**src/rtl/rv_iopmp_pkg.sv**
```systemverilog
// Shared types for the IOPMP transaction-level front end.
// Contents:
//   access_t        - access type carried with every check request
//   tl_arb_state_e  - state encoding of the transaction-level arbiter
//   TL_ARB_CNT_W    - width of the arbiter's in-flight timeout counter
package rv_iopmp_pkg;

   typedef enum logic [1:0] {
      ACC_NONE  = 2'd0,
      ACC_READ  = 2'd1,
      ACC_WRITE = 2'd2,
      ACC_EXEC  = 2'd3
   } access_t;

   typedef enum logic [1:0] {
      TL_ARB_IDLE  = 2'd0,
      TL_ARB_ISSUE = 2'd1,
      TL_ARB_WAIT  = 2'd2
   } tl_arb_state_e;

   localparam int TL_ARB_CNT_W = 16;

endpackage

```
**src/rtl/rv_iopmp_rr_select.sv**
```systemverilog
// Wrap-around first-set search used for round-robin arbitration.
// Ports:
//   req    - request vector, one bit per requester
//   rr_ptr - index where the search starts (highest priority this round)
//   index  - first set request at or after rr_ptr, wrapping past NUM_REQ-1
//   found  - at least one request bit is set; index is 0 when clear
module rv_iopmp_rr_select #(
   parameter int NUM_REQ = 2,
   parameter int IDX_W   = $clog2(NUM_REQ)
) (
   input  logic [NUM_REQ-1:0] req,
   input  logic [IDX_W-1:0]   rr_ptr,
   output logic [IDX_W-1:0]   index,
   output logic               found
);

   int cand;

   // Walk the requesters starting at rr_ptr; the first hit locks the result.
   always_comb begin
      index = '0;
      found = 1'b0;
      cand  = 0;
      for (int i = 0; i < NUM_REQ; i++) begin
         cand = int'(rr_ptr) + i;
         if (cand >= NUM_REQ) begin
            cand = cand - NUM_REQ;
         end
         if (!found && req[IDX_W'(cand)]) begin
            found = 1'b1;
            index = IDX_W'(cand);
         end
      end
   end

endmodule

```
**src/rtl/rv_iopmp_tl_arbiter.sv**
```systemverilog
// Round-robin arbiter letting several transaction-level requesters share one
// IOPMP matching-logic instance, with a forced deny when a check hangs.
// Ports:
//   clk_i, rst_ni           - clock and asynchronous active-low reset
//   req_*_i                 - per-requester check request and its fields
//   req_ready_o             - all ones while idle (a new request may be taken)
//   req_valid_o/allow_o     - one-cycle result pulse to the granted requester
//   ml_*_o                  - latched request presented to the matching logic
//   ml_ready_i/valid_i/allow_i - matching-logic handshake and result
//   grant_o                 - owning requester index (steers error capture)
//   busy_o                  - a check is in flight
//   timeout_o               - one-cycle pulse when a check is force-denied
module rv_iopmp_tl_arbiter
   import rv_iopmp_pkg::*;
#(
   parameter int NUM_REQ        = 2,
   parameter int ADDR_WIDTH     = 64,
   parameter int DATA_WIDTH     = 64,
   parameter int SID_WIDTH      = 1,
   parameter int TIMEOUT_CYCLES = 256
) (
   input  logic                                           clk_i,
   input  logic                                           rst_ni,
   input  logic [NUM_REQ-1:0]                             req_transaction_en_i,
   input  logic [NUM_REQ-1:0][ADDR_WIDTH-1:0]             req_addr_i,
   input  logic [NUM_REQ-1:0][ADDR_WIDTH-1:0]             req_total_length_i,
   input  logic [NUM_REQ-1:0][$clog2(DATA_WIDTH/8):0]     req_num_bytes_i,
   input  logic [NUM_REQ-1:0][SID_WIDTH-1:0]              req_sid_i,
   input  access_t [NUM_REQ-1:0]                          req_access_type_i,
   output logic [NUM_REQ-1:0]                             req_ready_o,
   output logic [NUM_REQ-1:0]                             req_valid_o,
   output logic [NUM_REQ-1:0]                             req_allow_o,
   output logic                                           ml_transaction_en_o,
   output logic [ADDR_WIDTH-1:0]                          ml_addr_o,
   output logic [ADDR_WIDTH-1:0]                          ml_total_length_o,
   output logic [$clog2(DATA_WIDTH/8):0]                  ml_num_bytes_o,
   output logic [SID_WIDTH-1:0]                           ml_sid_o,
   output access_t                                        ml_access_type_o,
   input  logic                                           ml_ready_i,
   input  logic                                           ml_valid_i,
   input  logic                                           ml_allow_i,
   output logic [$clog2(NUM_REQ)-1:0]                     grant_o,
   output logic                                           busy_o,
   output logic                                           timeout_o
);

   localparam int IDX_W = $clog2(NUM_REQ);
   localparam logic [TL_ARB_CNT_W-1:0] TIMEOUT_LAST = TL_ARB_CNT_W'(TIMEOUT_CYCLES - 1);

   tl_arb_state_e           state;
   logic [IDX_W-1:0]        rr_ptr;
   logic [IDX_W-1:0]        rr_next;
   logic [IDX_W-1:0]        sel_idx;
   logic                    sel_found;
   logic [TL_ARB_CNT_W-1:0] cnt;
   logic                    expire;
   logic                    result_hit;

   rv_iopmp_rr_select #(
      .NUM_REQ (NUM_REQ),
      .IDX_W   (IDX_W)
   ) u_rr_select (
      .req    (req_transaction_en_i),
      .rr_ptr (rr_ptr),
      .index  (sel_idx),
      .found  (sel_found)
   );

   // The counter runs through both ISSUE and WAIT, so a matching logic that
   // never accepts the request is bounded just like one that never answers.
   assign expire     = (state != TL_ARB_IDLE) && (cnt == TIMEOUT_LAST);
   assign result_hit = (state == TL_ARB_WAIT) && ml_valid_i;
   assign rr_next    = (int'(grant_o) == NUM_REQ - 1) ? '0 : grant_o + 1'b1;

   assign busy_o              = (state != TL_ARB_IDLE);
   assign ml_transaction_en_o = (state == TL_ARB_ISSUE);
   assign req_ready_o         = {NUM_REQ{state == TL_ARB_IDLE}};

   // The result pulse is decoded from the registered state so it lands in the
   // same cycle ml_valid_i arrives; a real result beats a coincident timeout.
   always_comb begin
      req_valid_o = '0;
      req_allow_o = '0;
      timeout_o   = 1'b0;
      if (result_hit) begin
         req_valid_o[grant_o] = 1'b1;
         req_allow_o[grant_o] = ml_allow_i;
      end else if (expire) begin
         req_valid_o[grant_o] = 1'b1;
         timeout_o            = 1'b1;
      end
   end

   // IDLE latches the winner's fields once, so they stay stable for the
   // whole check even if the requester drops or changes its inputs.
   always_ff @(posedge clk_i or negedge rst_ni) begin
      if (!rst_ni) begin
         state             <= TL_ARB_IDLE;
         rr_ptr            <= '0;
         grant_o           <= '0;
         cnt               <= '0;
         ml_addr_o         <= '0;
         ml_total_length_o <= '0;
         ml_num_bytes_o    <= '0;
         ml_sid_o          <= '0;
         ml_access_type_o  <= ACC_NONE;
      end else begin
         case (state)
            TL_ARB_IDLE: begin
               if (sel_found) begin
                  state             <= TL_ARB_ISSUE;
                  grant_o           <= sel_idx;
                  cnt               <= '0;
                  ml_addr_o         <= req_addr_i[sel_idx];
                  ml_total_length_o <= req_total_length_i[sel_idx];
                  ml_num_bytes_o    <= req_num_bytes_i[sel_idx];
                  ml_sid_o          <= req_sid_i[sel_idx];
                  ml_access_type_o  <= req_access_type_i[sel_idx];
               end
            end
            TL_ARB_ISSUE: begin
               cnt <= cnt + 1'b1;
               if (expire) begin
                  state  <= TL_ARB_IDLE;
                  rr_ptr <= rr_next;
               end else if (ml_ready_i) begin
                  state <= TL_ARB_WAIT;
               end
            end
            TL_ARB_WAIT: begin
               cnt <= cnt + 1'b1;
               if (result_hit || expire) begin
                  state  <= TL_ARB_IDLE;
                  rr_ptr <= rr_next;
               end
            end
            default: begin
               state <= TL_ARB_IDLE;
            end
         endcase
      end
   end

endmodule

```
**config.mk**
```make
export PLATFORM = sky130hd
export DESIGN_NAME = rv_iopmp_tl_arbiter
export DESIGN_NICKNAME = d
export VERILOG_FILES = /design/src/rtl/rv_iopmp_pkg.sv /design/src/rtl/rv_iopmp_rr_select.sv /design/src/rtl/rv_iopmp_tl_arbiter.sv
export SDC_FILE = /design/constraint.sdc
export NUM_CORES = 1
export LEC_CHECK = 0
export ABC_AREA = 1
export CAP_MARGIN = 20
export CORE_AREA = 5 5 162 164
export DETAILED_ROUTE_END_ITERATION = 12
export DIE_AREA = 0 0 167 169
export GPL_TIMING_DRIVEN = 0
export PLACE_DENSITY = 0.67
export SYNTH_ARGS = -nofsm -noshare
export SYNTH_HDL_FRONTEND = slang
export SYNTH_SLANG_ARGS = --single-unit
```
**constraint.sdc**
```tcl
create_clock -name clk_i -period 3.4 [get_ports clk_i]
set_clock_uncertainty 0.05 [all_clocks]
set_input_delay 0.85 -clock clk_i [delete_from_list [all_inputs] [get_ports clk_i]]
set_output_delay 0.85 -clock clk_i [all_outputs]
set_load 0.03 [all_outputs]
```
**Yosys cells after proc, flatten, opt, wreduce, memory -nomap -nowiden**

Cells that the tools add are included.

- Output and inout bits: 145
- Register bits after elaboration: 155
- Latch bits: 0
- ROM bits: 0
- Input bits: 277
- Memories: 0
- RAM bits: 0
- Word-level logic and storage cells: 82

- Bitwise logic cells: 1
- Reductions and logical operators: 15
- Multiplexer cells: 38
- Order comparisons: 7
- Shift operators: 0
- Equality and inequality tests: 7
- Divide/modulo/power cells: 0
- Multipliers: 0
- Add/sub/neg operators: 5

Operator list:

| cell | count |
|---|---|
| $mux 64 | 4 |
| $pmux 16 s2 | 1 |
| $mux 1 | 18 |
| $mux 2 | 9 |
| $add 16x1->16 const B | 1 |
| $eq 16x8->1 const B | 1 |
| $mux 16 | 1 |
| $mux 4 | 2 |
| $lt 1x3->1 const B | 2 |
| $ne 2x1->1 const B | 3 |
| $pmux 2 s3 | 1 |
| $reduce_and 3->1 | 2 |
| $reduce_bool 2->1 | 3 |
| $logic_and 1x1->1 | 4 |
| $lt 1x2->1 const B | 2 |
| $reduce_and 2->1 | 2 |
| $ne 3x1->1 const B | 1 |
| $add 1x1->2 const B | 1 |
| $and 2x2->2 | 1 |
| $eq 2x1->1 const B | 1 |
| $eq 2x2->1 const B | 1 |
| $ge 1x2->1 const B | 1 |
| $ge 2x2->1 const B | 1 |
| $logic_not 2->1 | 1 |
| 8 further kinds | 9 |

**Logic depth before layout (Yosys ltp)**

Gate-level depths: netlist (run 1).

- Depth after elaboration: 11
- Depth in mapped cells: 11

**Cells and area by module**

Synthesis (run 1) repeated with hierarchy kept, for this count alone.

- Cells, all modules: 921
- Area total of the unflattened synthesis: 7367.1 um^2

Modules (own cells, without submodules):

| module | area each (um^2) | instances | cells each | seq. area each (um^2) |
|---|---|---|---|---|
| rv_iopmp_tl_arbiter | 7352.1 | 1 | 918 | 3878.7 |
| rv_iopmp_rr_select | 15.0 | 1 | 3 | 0.0 |

**Worst setup path before layout (run 1)**

No wires, ideal clock.

- Path type: reg-to-output
- From: register state[0]
- To: output req_valid_o[0]
- Slack: 0.777 ns
- Stages on the path, launching flop included: 8
- Data arrival time: 1.723 ns
- Data required time: 2.500 ns
- Path through: dfrtp_1 -> inv_1 -> ha_1 -> nor2_1 -> nand3_1 -> nor2_1 -> nand2_2 -> a21oi_1

- Longest elaborated chain between the ends: 4
- Elaborated cells between the ends (all ways): 6

RTL lines:

| what | RTL line | source |
|---|---|---|
| start, declared | rv_iopmp_tl_arbiter.sv:50 | `tl_arb_state_e state;` |
| start signal, assigned | rv_iopmp_tl_arbiter.sv:98 | `state <= TL_ARB_IDLE;` |
| start signal, assigned | rv_iopmp_tl_arbiter.sv:111 | `state <= TL_ARB_ISSUE;` |
| start signal, assigned | rv_iopmp_tl_arbiter.sv:124 | `state <= TL_ARB_IDLE;` |
| $reduce_bool 2->1 | rv_iopmp_tl_arbiter.sv:71 | `assign expire = (state != TL_ARB_IDLE) && (cnt == TIMEOUT_LAST);` |
| $logic_and 1x1->1 | rv_iopmp_tl_arbiter.sv:71 |  |
| $mux 2 | rv_iopmp_tl_arbiter.sv:88 | `end else if (expire) begin` |
| $mux 2 * | rv_iopmp_tl_arbiter.sv:85 | `if (result_hit) begin` |
| end, declared | rv_iopmp_tl_arbiter.sv:31 | `output logic [NUM_REQ-1:0] req_valid_o,` |

Every way passes the cells marked *; elsewhere a longest branch is shown, timed or not.

**Final worst setup path (run 1)**

- From: input ml_valid_i
- To: output req_allow_o[0]

- Longest elaborated chain between the ends: 2

RTL lines:

| what | RTL line | source |
|---|---|---|
| start, declared | rv_iopmp_tl_arbiter.sv:40 | `input logic ml_valid_i,` |
| $logic_and 1x1->1 | rv_iopmp_tl_arbiter.sv:72 | `assign result_hit = (state == TL_ARB_WAIT) && ml_valid_i;` |
| $mux 2 | rv_iopmp_tl_arbiter.sv:85 |  |
| end, declared | rv_iopmp_tl_arbiter.sv:32 | `output logic [NUM_REQ-1:0] req_allow_o,` |

Every way passes these cells.

==> summary.md, run 1 <==
| Metric | Value |
|---|---|
| Row cnt | `58` |
| Layout Area Growth over Synthesis | `69.1%` |
| Achievable frequency | `305 MHz` |
| Max Slew Vio Count | `0` |
| CTS H-tree depth | `4` |
| Normalized max-slew margin | `56.6%` |
| Setup crit end kind | `output pin` |
| Pin count of the biggest net entering global routing | `80` |
| Via count | `roughly 8,600` |
| Initial antenna violation count | `5` |
| Unrepaired setup endpoints after global routing | `no` |
| Fillers | `about 2,300` |
| Routed WL | `33.7 mm` |
| Syn_area_per_cell | `8.09 um2` |
| IO Port Bufs | `420` |
| Clock Path Buffers | `2` |
| Fin util | `about half` |
| Area taken by multi-input logic gates | `3270 um2` |
| Clock latency on the worst-skew pair | `0.42 ns` |
| Worst R2R Path Depth | `7` |
| Synth warn | `0` |
| Resized Gates After CTS | `3` |
| Mapped Nets | `roughly 1,200` |
| Final hold vios | `0` |
| Clock Root Buffer | `clkbuf_16` |
| Number of global-route vias before repair | `8,694` |
| DPL Wire Length | `25.6 mm` |
| Worst Max-Slew Pin Slew | `0.652 ns` |
| Outcome | `complete, no violations` |
| Core ar. | `24,700 um2` |
| Antenna Violating Nets Remaining | `0` |
| Setup violators final | `0` |
| Nets | `1,658` |
| Peak VDD IR | `a little over 0.4 mV` |
| #FFs+latches synth | `between 150 and 200` |
| GPL Wtd Cong | `between 0.8 and 0.9` |
| Global Route Usage Sum | `between 20 and 25%` |
| First-pass DRT Iterations | `5` |
| Die Area | `28,200 um2` |
| Num Clock Sinks | `around 160` |
| Post-CTS Setup Inserts | `0` |
| Post-route DRC | `0` |
| Layout cells sized above 1 | `4.97%` |
| Worst setup margin | `0.124 ns` |
| Num CTS Buffers | `17` |
| Vias per cell | `5.01` |
| Crit path arrival time | `roughly 2.4 ns` |
| Static leakage | `5.23 nW` |
| Starting density of the core | `a little under a third` |
| Wirelength per Cell | `19.5 um` |
| I/O Pins | `422` |
| Total gr overflow | `0` |
| CP Class | `in2out` |
| CTS tree | `yes` |
| Register Area | `3880 um2` |
| Cts hold-fix bufs | `0` |
| Mapped Area | `7570 um2` |
| DR iter-0 viols | `593` |
| Hold crit path type | `in2async` |
| Post-synth cell types | `29` |
| Worst-path clk slew | `about 0.080 ns` |
| Power, Total | `0.0112 W` |
| First-pass GRT wire length | `slightly above 50 mm` |
| Die X | `roughly 170 um` |
| Period utilization | `96.3%` |
| Max Cap Violations | `0` |
| Sequential share of the synthesized area | `51.2%` |
| Worst slack at placement | `0.127 ns` |
| Post-layout min period | `about 3.3 ns` |
| Power per standard cell area | `876 nW/um2` |
| Die height | `169 um` |
| Worst Setup Start Kind | `input port` |
| Mapped Cells | `936` |
| Max FO, Critical Path | `6` |
| CP required | `~2.5 ns` |
[report_power, final]
part	leakage, nW	switching (W)	internal, W
clock network	0.277	0.000864	0.00105
registers	1.94	0.000488	0.00266
logic	3.01	0.00383	0.00233
[placed cells by master, fill, tap and decap left out, types with 2 or more instances in the layout]
master and n:
buf_2 16, o21ai_0 254, clkbuf_1 56, nor3_1 10, nor4_1 2, inv_6 4
ha_1 5, o21ai_1 23, dfrtp_1 155, clkinvlp_4 2, a21oi_1 146, diode_2 4
a211oi_1 2, nand2_2 5, nor2_2 2, nor2_4 2, nand4_1 7, inv_2 2
clkbuf_16 17, dlygate4sd2_1 3, nor2_1 20, nand2_1 173, inv_1 26, clkdlybuf4s50_1 416
buf_6 2, nand3_1 19, or2_2 2, clkinv_4 4
[per-layer routing]
metal | vias to the layer above | track usage (%) | share of wire [%] | wire length (um)
li1 | 4125 | - | - | -
met1 | 4048 | 27.6 | 39 | 13100
met2 | 398 | 39.1 | 48 | 16300
met3 | 50 | 8.15 | 11 | 3560
met4 | 4 | 6.97 | 2.1 | 697
met5 | - | 0 | 0.080 | 27
[critical path, cell delays in order]
cell and delay (ns):
clkdlybuf4s50_1 0.47, nand2_1 0.15, nor3_1 0.17, clkdlybuf4s50_1 0.73
[path summary, 6_finish.rpt]
path	to	slack, ns	from
setup / recovery	req_allow_o[0]	0.12	ml_valid_i
hold / removal	ml_addr_o[28]	0.36	rst_ni
setup reg to reg	ml_addr_o[7]	1.11	state[0]
hold reg to reg	ml_total_length_o[60]	0.43	ml_total_length_o[60]
max in group asynchronous	ml_total_length_o[14]	2.09	rst_ni
min in group clk_i	ml_total_length_o[60]	0.43	ml_total_length_o[60]
[synth_stat cells]
master	n	area, um2
nor2_1	20	75.1
nand3_2	1	10.0
nand3_1	19	95.1
nor2_4	2	22.5
nor3_1	10	50.1
o21ai_1	23	115
nand2_2	5	31.3
or2_0	1	6.26
o21bai_1	1	7.51
o21ai_0	254	1270
nand3_4	1	17.5
nor3_4	1	16.3
dfrtp_1	155	3880
ha_1	5	62.6
buf_6	2	22.5
a21oi_1	146	731
buf_1	1	3.75
nand2_1	173	649
or2_2	2	12.5
buf_2	16	80.1
clkbuf_1	55	206
nand4_1	7	43.8
inv_1	26	97.6
nand4_2	1	12.5
buf_4	1	7.51
nor2_2	2	12.5
nor4_1	2	12.5
a211oi_1	2	15.0
inv_2	2	7.51
[layout make-up]
type | count | share of cell area (%)
antenna | 4 | 0.0782
tap | 330 | 3.22
clock inverter | 13 | 1.03
timing repair buffer | 421 | 33.1
inverter | 28 | 0.821
multi-input combinational | 678 | 25.5
clock buffer | 19 | 3.46
buffer | 75 | 2.50
sequential | 155 | 30.3
[sequential cells by signal, indices dropped and copies added, names as in the netlist]
| name | count |
|---|---|
| ml_addr_o | 64 |
| ml_total_length_o | 64 |
| cnt | 16 |
| ml_num_bytes_o | 4 |
| ml_access_type_o | 2 |
| state | 2 |
| grant_o | 1 |
| ml_sid_o | 1 |
| rr_ptr | 1 |
[cells by family (layout without fill, tap and decap cells)]
kind of cell / Yosys count / in the layout / synth area share [%]
AND/OR/NAND/NOR: 247 / 247 / 14.1
adder cells (fa/ha/maj): 5 / 5 / 0.826
AO/OA/AOI/OAI: 426 / 426 / 28.3
flip-flops: 155 / 155 / 51.2
buffers and inverters: 103 / 556 / 5.62
other: 0 / 4 / 0
[stage by stage]
stage	hold slack [ns]	setup TNS, ns	cells	instance area (um2)
3_3_place_gp	0.415	-850.10	1686	12200
2_1_floorplan	0.420	0	936	7570
6_report	0.357	0	1723	12800
3_5_place_dp	0.422	0	1687	12200
5_1_grt	0.396	0	1722	12800
4_1_cts	0.381	0	1719	12800
No activity file was read; power rests on OpenSTA's default activity.
==> run 2, diff against run 1 <==
--- a/config.mk
+++ b/config.mk
@@ -11,7 +11,7 @@
 export DETAILED_ROUTE_END_ITERATION = 12
 export DIE_AREA = 0 0 167 169
 export GPL_TIMING_DRIVEN = 0
-export PLACE_DENSITY = 0.67
+export PLACE_DENSITY = 0.68
 export SYNTH_ARGS = -nofsm -noshare
 export SYNTH_HDL_FRONTEND = slang
 export SYNTH_SLANG_ARGS = --single-unit
==> summary.md, run 2 (synthesis gave the netlist of run 1 again) <==
| Metric | Value |
|---|---|
| I/O Pins | `422` |
| Setup violators final | `0` |
| Max FO, Critical Path | `6` |
| Worst-path clk slew | `about 0.080 ns` |
| Normalized max-slew margin | `~46%` |
| CP required | `~2.5 ns` |
| Worst Setup Start Kind | `input port` |
| Num Clock Sinks | `155` |
| Via count | `just under 9,000` |
| Total gr overflow | `0` |
| Outcome | `complete, no violations` |
| Layout cells sized above 1 | `5.04%` |
| Peak VDD IR | `0.446 mV` |
| Clock Path Buffers | `2` |
| Max Slew Vio Count | `0` |
| Fin cells | `roughly 1,700` |
| Die Area | `28,200 um2` |
| Post-layout min period | `3.29 ns` |
| CTS H-tree depth | `4` |
| Wirelength per Cell | `19.5 um` |
| IO Port Bufs | `between 400 and 500` |
| Vias per cell | `5.04` |
| CTS tree | `yes` |
| Placed cell count | `~1,700` |
| Final hold vios | `0` |
| Achievable frequency | `approximately 300 MHz` |
| Clock Root Buffer | `clkbuf_16` |
| DR iter-0 viols | `570` |
| GPL Wtd Cong | `0.904` |
| Layout Area Growth over Synthesis | `69.1%` |
| Post-route DRC | `0` |
| Crit path arrival time | `2.39 ns` |
| Routed WL | `33.7 mm` |
| Antenna Violating Nets Remaining | `0` |
| Post-CTS Setup Inserts | `0` |
| Die X | `167 um` |
| Power per standard cell area | `877 nW/um2` |
| Setup crit end kind | `output pin` |
| CP Class | `in2out` |
| Core ar. | `approximately 25,000 um2` |
| Num CTS Buffers | `17` |
| Starting density of the core | `between 30% and 40%` |
| Row cnt | `a little under 60` |
| Max Cap Violations | `0` |
| Global Route Usage Sum | `23.0%` |
| Unrepaired setup endpoints after global routing | `no` |
| Worst Max-Slew Pin Slew | `between 0.8 and 0.9 ns` |
| Biggest regs | `ml_addr_o: 64 flops, ml_total_length_o: 64 flops, cnt: 16 flops` |
| Number of global-route vias before repair | `8,857` |
| DPL Wire Length | `25.5 mm` |
| Post-route setup TNS | `0 ns` |
| First-pass DRT Iterations | `5` |
| Initial antenna violation count | `4` |
| Static leakage | `between 5 and 6 nW` |
| First-pass GRT wire length | `approximately 51 mm` |
| Hold crit path type | `in2async` |
| Commonest non-fill, non-tap cell in the layout | `clkdlybuf4s50_1` |
| Most frequent cells in the layout | `clkdlybuf4s50_1, o21ai_0, nand2_1` |
| Period utilization | `roughly 97%` |
| Pin count of the biggest net entering global routing | `112` |
| Fin area | `between 10,000 and 15,000 um2` |
| Nets | `1,658` |
| Die height | `169 um` |
| Placed Area | `12,200 um2` |
| Clock latency on the worst-skew pair | `about 0.42 ns` |
[run 2: report_power, final]
group / internal (W) / switching [W] / leakage, nW
sequential: 0.00266 / 0.000477 / 1.94
clock: 0.00107 / 0.000856 / 0.285
combinational: 0.00233 / 0.00384 / 3.01
total: 0.00606 / 0.00518 / 5.24
[run 2: final timing paths]
check | from | endpoint | slack (ns) | depth (start not counted)
min in group clk_i | ml_addr_o[3] | ml_addr_o[3] | 0.43 | 2
max in group asynchronous | rst_ni | ml_addr_o[1] | 2.09 | 2
setup / recovery | ml_valid_i | req_allow_o[1] | 0.11 | 4
setup reg to reg | state[1] | ml_addr_o[1] | 0.95 | 7
hold / removal | rst_ni | ml_addr_o[29] | 0.25 | 1
hold reg to reg | ml_addr_o[3] | ml_addr_o[3] | 0.43 | 2
[run 2: metrics by stage]
step	hold WS, ns	power (W)	utilization [%]	setup slack (ns)
final	0.253	0.0112	51.8	0.112
after global routing	0.262	0.0119	51.8	0.000642
after CTS	0.256	0.0113	51.7	0.108
after detailed placement	0.422	0.00938	49.4	0.108
after global placement	0.414	0.00932	49.3	-5.42
after floorplan	0.420	0.00645	-	0.777
[run 2: worst max-delay path, cell delays in order]
cell,delay (ns)
clkdlybuf4s50_1,0.47
nand2_1,0.16
nor3_1,0.19
clkdlybuf4s50_1,0.71
[run 2: area by class of cell]
cell class | instances | area (um2)
Antenna cell | 3 | 7.51
Buffer | 75 | 320
Clock buffer | 19 | 453
Clock inverter | 13 | 130
Fill cell | 2380 | 11900
Inverter | 28 | 105
Multi-Input combinational cell | 678 | 3270
Sequential cell | 155 | 3880
Tap cell | 330 | 413
Timing Repair Buffer | 421 | 4230
[run 2: metal layers]
layer  GRT usage [%]  up-vias  wire length, um
met5               0        -               34
met4            6.58        4              751
met2            39.8      409            16500
met3            7.57       50             3070
li1                -     4116                -
met1            27.4     4093            13300
[run 2: timing repair]
action	in CTS	in global routing
resized for setup	3	0
setup endpoints to repair	3	0
hold buffers	0	0
==> run 3, diff against run 2 <==
--- a/config.mk
+++ b/config.mk
@@ -6,10 +6,10 @@
 export NUM_CORES = 1
 export LEC_CHECK = 0
 export ABC_AREA = 1
-export CAP_MARGIN = 20
 export CORE_AREA = 5 5 162 164
 export DETAILED_ROUTE_END_ITERATION = 12
 export DIE_AREA = 0 0 167 169
+export GPL_ROUTABILITY_DRIVEN = 0
 export GPL_TIMING_DRIVEN = 0
 export PLACE_DENSITY = 0.68
 export SYNTH_ARGS = -nofsm -noshare
==> summary.md, run 3 (synthesis gave the netlist of run 1 again) <==
| Metric | Value |
|---|---|
| Layout cells sized above 1 | `5.04%` |
| Hold WS | `0.299 ns` |
| Vias per cell | `5.08` |
| Via count | `8,760` |
| Antenna Violating Nets Remaining | `0` |
| FF-to-FF setup slack | `0.99 ns` |
| Period utilization | `97.2%` |
| Worst Setup Start Kind | `input port` |
| Layout Area Growth over Synthesis | `69.4%` |
| Die X | `between 150 and 200 um` |
| IO Port Bufs | `420` |
| Achievable frequency | `303 MHz` |
| Die Area | `28,200 um2` |
| DPL Wire Length | `25.7 mm` |
| Post-CTS Setup Inserts | `0` |
| Pin count of the biggest net entering global routing | `83` |
| Net Sw Frac | `a little under half` |
| Core ar. | `approximately 25,000 um2` |
| Worst Max-Slew Pin Slew | `0.832 ns` |
| CTS H-tree depth | `4` |
| Initial antenna violation count | `5` |
| Num Clock Sinks | `155` |
| Commonest non-fill, non-tap cell in the layout | `clkdlybuf4s50_1` |
| Max FO, Critical Path | `6` |
| Routed WL | `33.9 mm` |
| Die height | `169 um` |
| Clock Path Buffers | `2` |
| CP required | `approximately 2.5 ns` |
| Power, Total | `0.0113 W` |
| Outcome | `complete, no violations` |
| Fin area | `12,800 um2` |
| First-pass DRT Iterations | `5` |
| Post-route DRC | `0` |
| Cts hold-fix bufs | `0` |
| Static leakage | `5.25 nW` |
| Power per standard cell area | `approximately 880 nW/um2` |
| DR iter-0 viols | `695` |
| Max Slew Vio Count | `0` |
| Reg power frac | `27.8%` |
| Wirelength per Cell | `19.7 um` |
| Clk pwr share | `between 10% and 20%` |
| First-pass GRT wire length | `51.6 mm` |
| Total gr overflow | `0` |
| Clock Root Buffer | `clkbuf_16` |
| Most frequent cells in the layout | `clkdlybuf4s50_1, o21ai_0, nand2_1` |
| Starting density of the core | `a little under a third` |
| Global Route Usage Sum | `23.3%` |
| CP Class | `in2out` |
| Max Cap Violations | `0` |
| Row cnt | `58` |
| CTS tree | `yes` |
| Setup violators final | `0` |
| Clock latency on the worst-skew pair | `0.42 ns` |
| Worst-path clk slew | `0.08 ns` |
| Unrepaired setup endpoints after global routing | `no` |
| Nets | `around 1,700` |
| Num CTS Buffers | `17` |
| Setup crit end kind | `output pin` |
| I/O Pins | `422` |
| Post-layout min period | `3.30 ns` |
| Hold crit path type | `in2async` |
| Crit path arrival time | `roughly 2.4 ns` |
| Placed Area | `12,200 um2` |
| Comb power frac | `54.7%` |
| Final hold vios | `0` |
| Biggest regs | `ml_addr_o: 64 flops, ml_total_length_o: 64 flops, cnt: 16 flops` |
| Number of global-route vias before repair | `slightly below 9,000` |
| Normalized max-slew margin | `44.5%` |
| Internal power | `0.00604 W` |
| Switch Pwr | `between 0.005 and 0.006 W` |
| Peak VDD IR | `0.428 mV` |
==> run 3: path summary, 6_finish.rpt <==
check	start	endpoint	cells past startpoint
max	ml_valid_i	req_allow_o[1]	4
min	rst_ni	ml_addr_o[31]	1
max reg2reg	state[0]	ml_addr_o[6]	7
min reg2reg	ml_addr_o[3]	ml_addr_o[3]	2
max in group asynchronous	rst_ni	ml_total_length_o[61]	2
min in group clk_i	ml_addr_o[3]	ml_addr_o[3]	2
==> run 3: power by group through the flow <==
stage	sequential, W	combinational [W]	clock (W)
final	0.00314	0.00618	0.00198
after global routing	0.00324	0.00667	0.00209
after CTS	0.00313	0.00625	0.00201
after detailed placement	0.00314	0.00624	0
after global placement	0.00312	0.00619	0
after floorplan	0.00464	0.00181	0
==> run 3: per-layer routing <==
layer  up-vias  global-route usage (%)  share of wire [%]
met5         -                       0              0.080
met1      4188                    27.9                 39
li1       4125                       -                  -
met3        44                    7.89                9.3
met4         4                    5.83                1.8
met2       399                    40.3                 49
==> run 3: area by class of cell <==
cell class	count	area [um2]
fill	2378	11900
timing repair buffer	421	4230
sequential	155	3880
multi-input combinational	678	3270
clock buffer	17	425
tap	330	413
buffer	75	320
clock inverter	15	175
inverter	28	105
antenna	4	10.0
==> run 3: through the flow <==
| step | setup TNS [ns] | instances | setup slack [ns] | utilization [%] |
|---|---|---|---|---|
| after floorplan | 0 | 936 | 0.777 | - |
| after global placement | -828.20 | 1686 | -5.36 | 49.3 |
| after detailed placement | 0 | 1687 | 0.103 | 49.4 |
| after CTS | 0 | 1719 | 0.102 | 51.8 |
| after global routing | 0 | 1722 | 0.0115 | 51.8 |
| final | 0 | 1723 | 0.0951 | 51.8 |
==> run 3: repair_timing <==
item | in CTS | in global routing
resized for setup | 3 | 0
endpoints found under the setup margin | 3 | 0
endpoints found under the hold margin | 0 | 0
==> run 3: worst max-delay path, cell delays in order <==
cell and delay, ns:
clkdlybuf4s50_1 0.47, nand2_1 0.16, nor3_1 0.20, clkdlybuf4s50_1 0.73
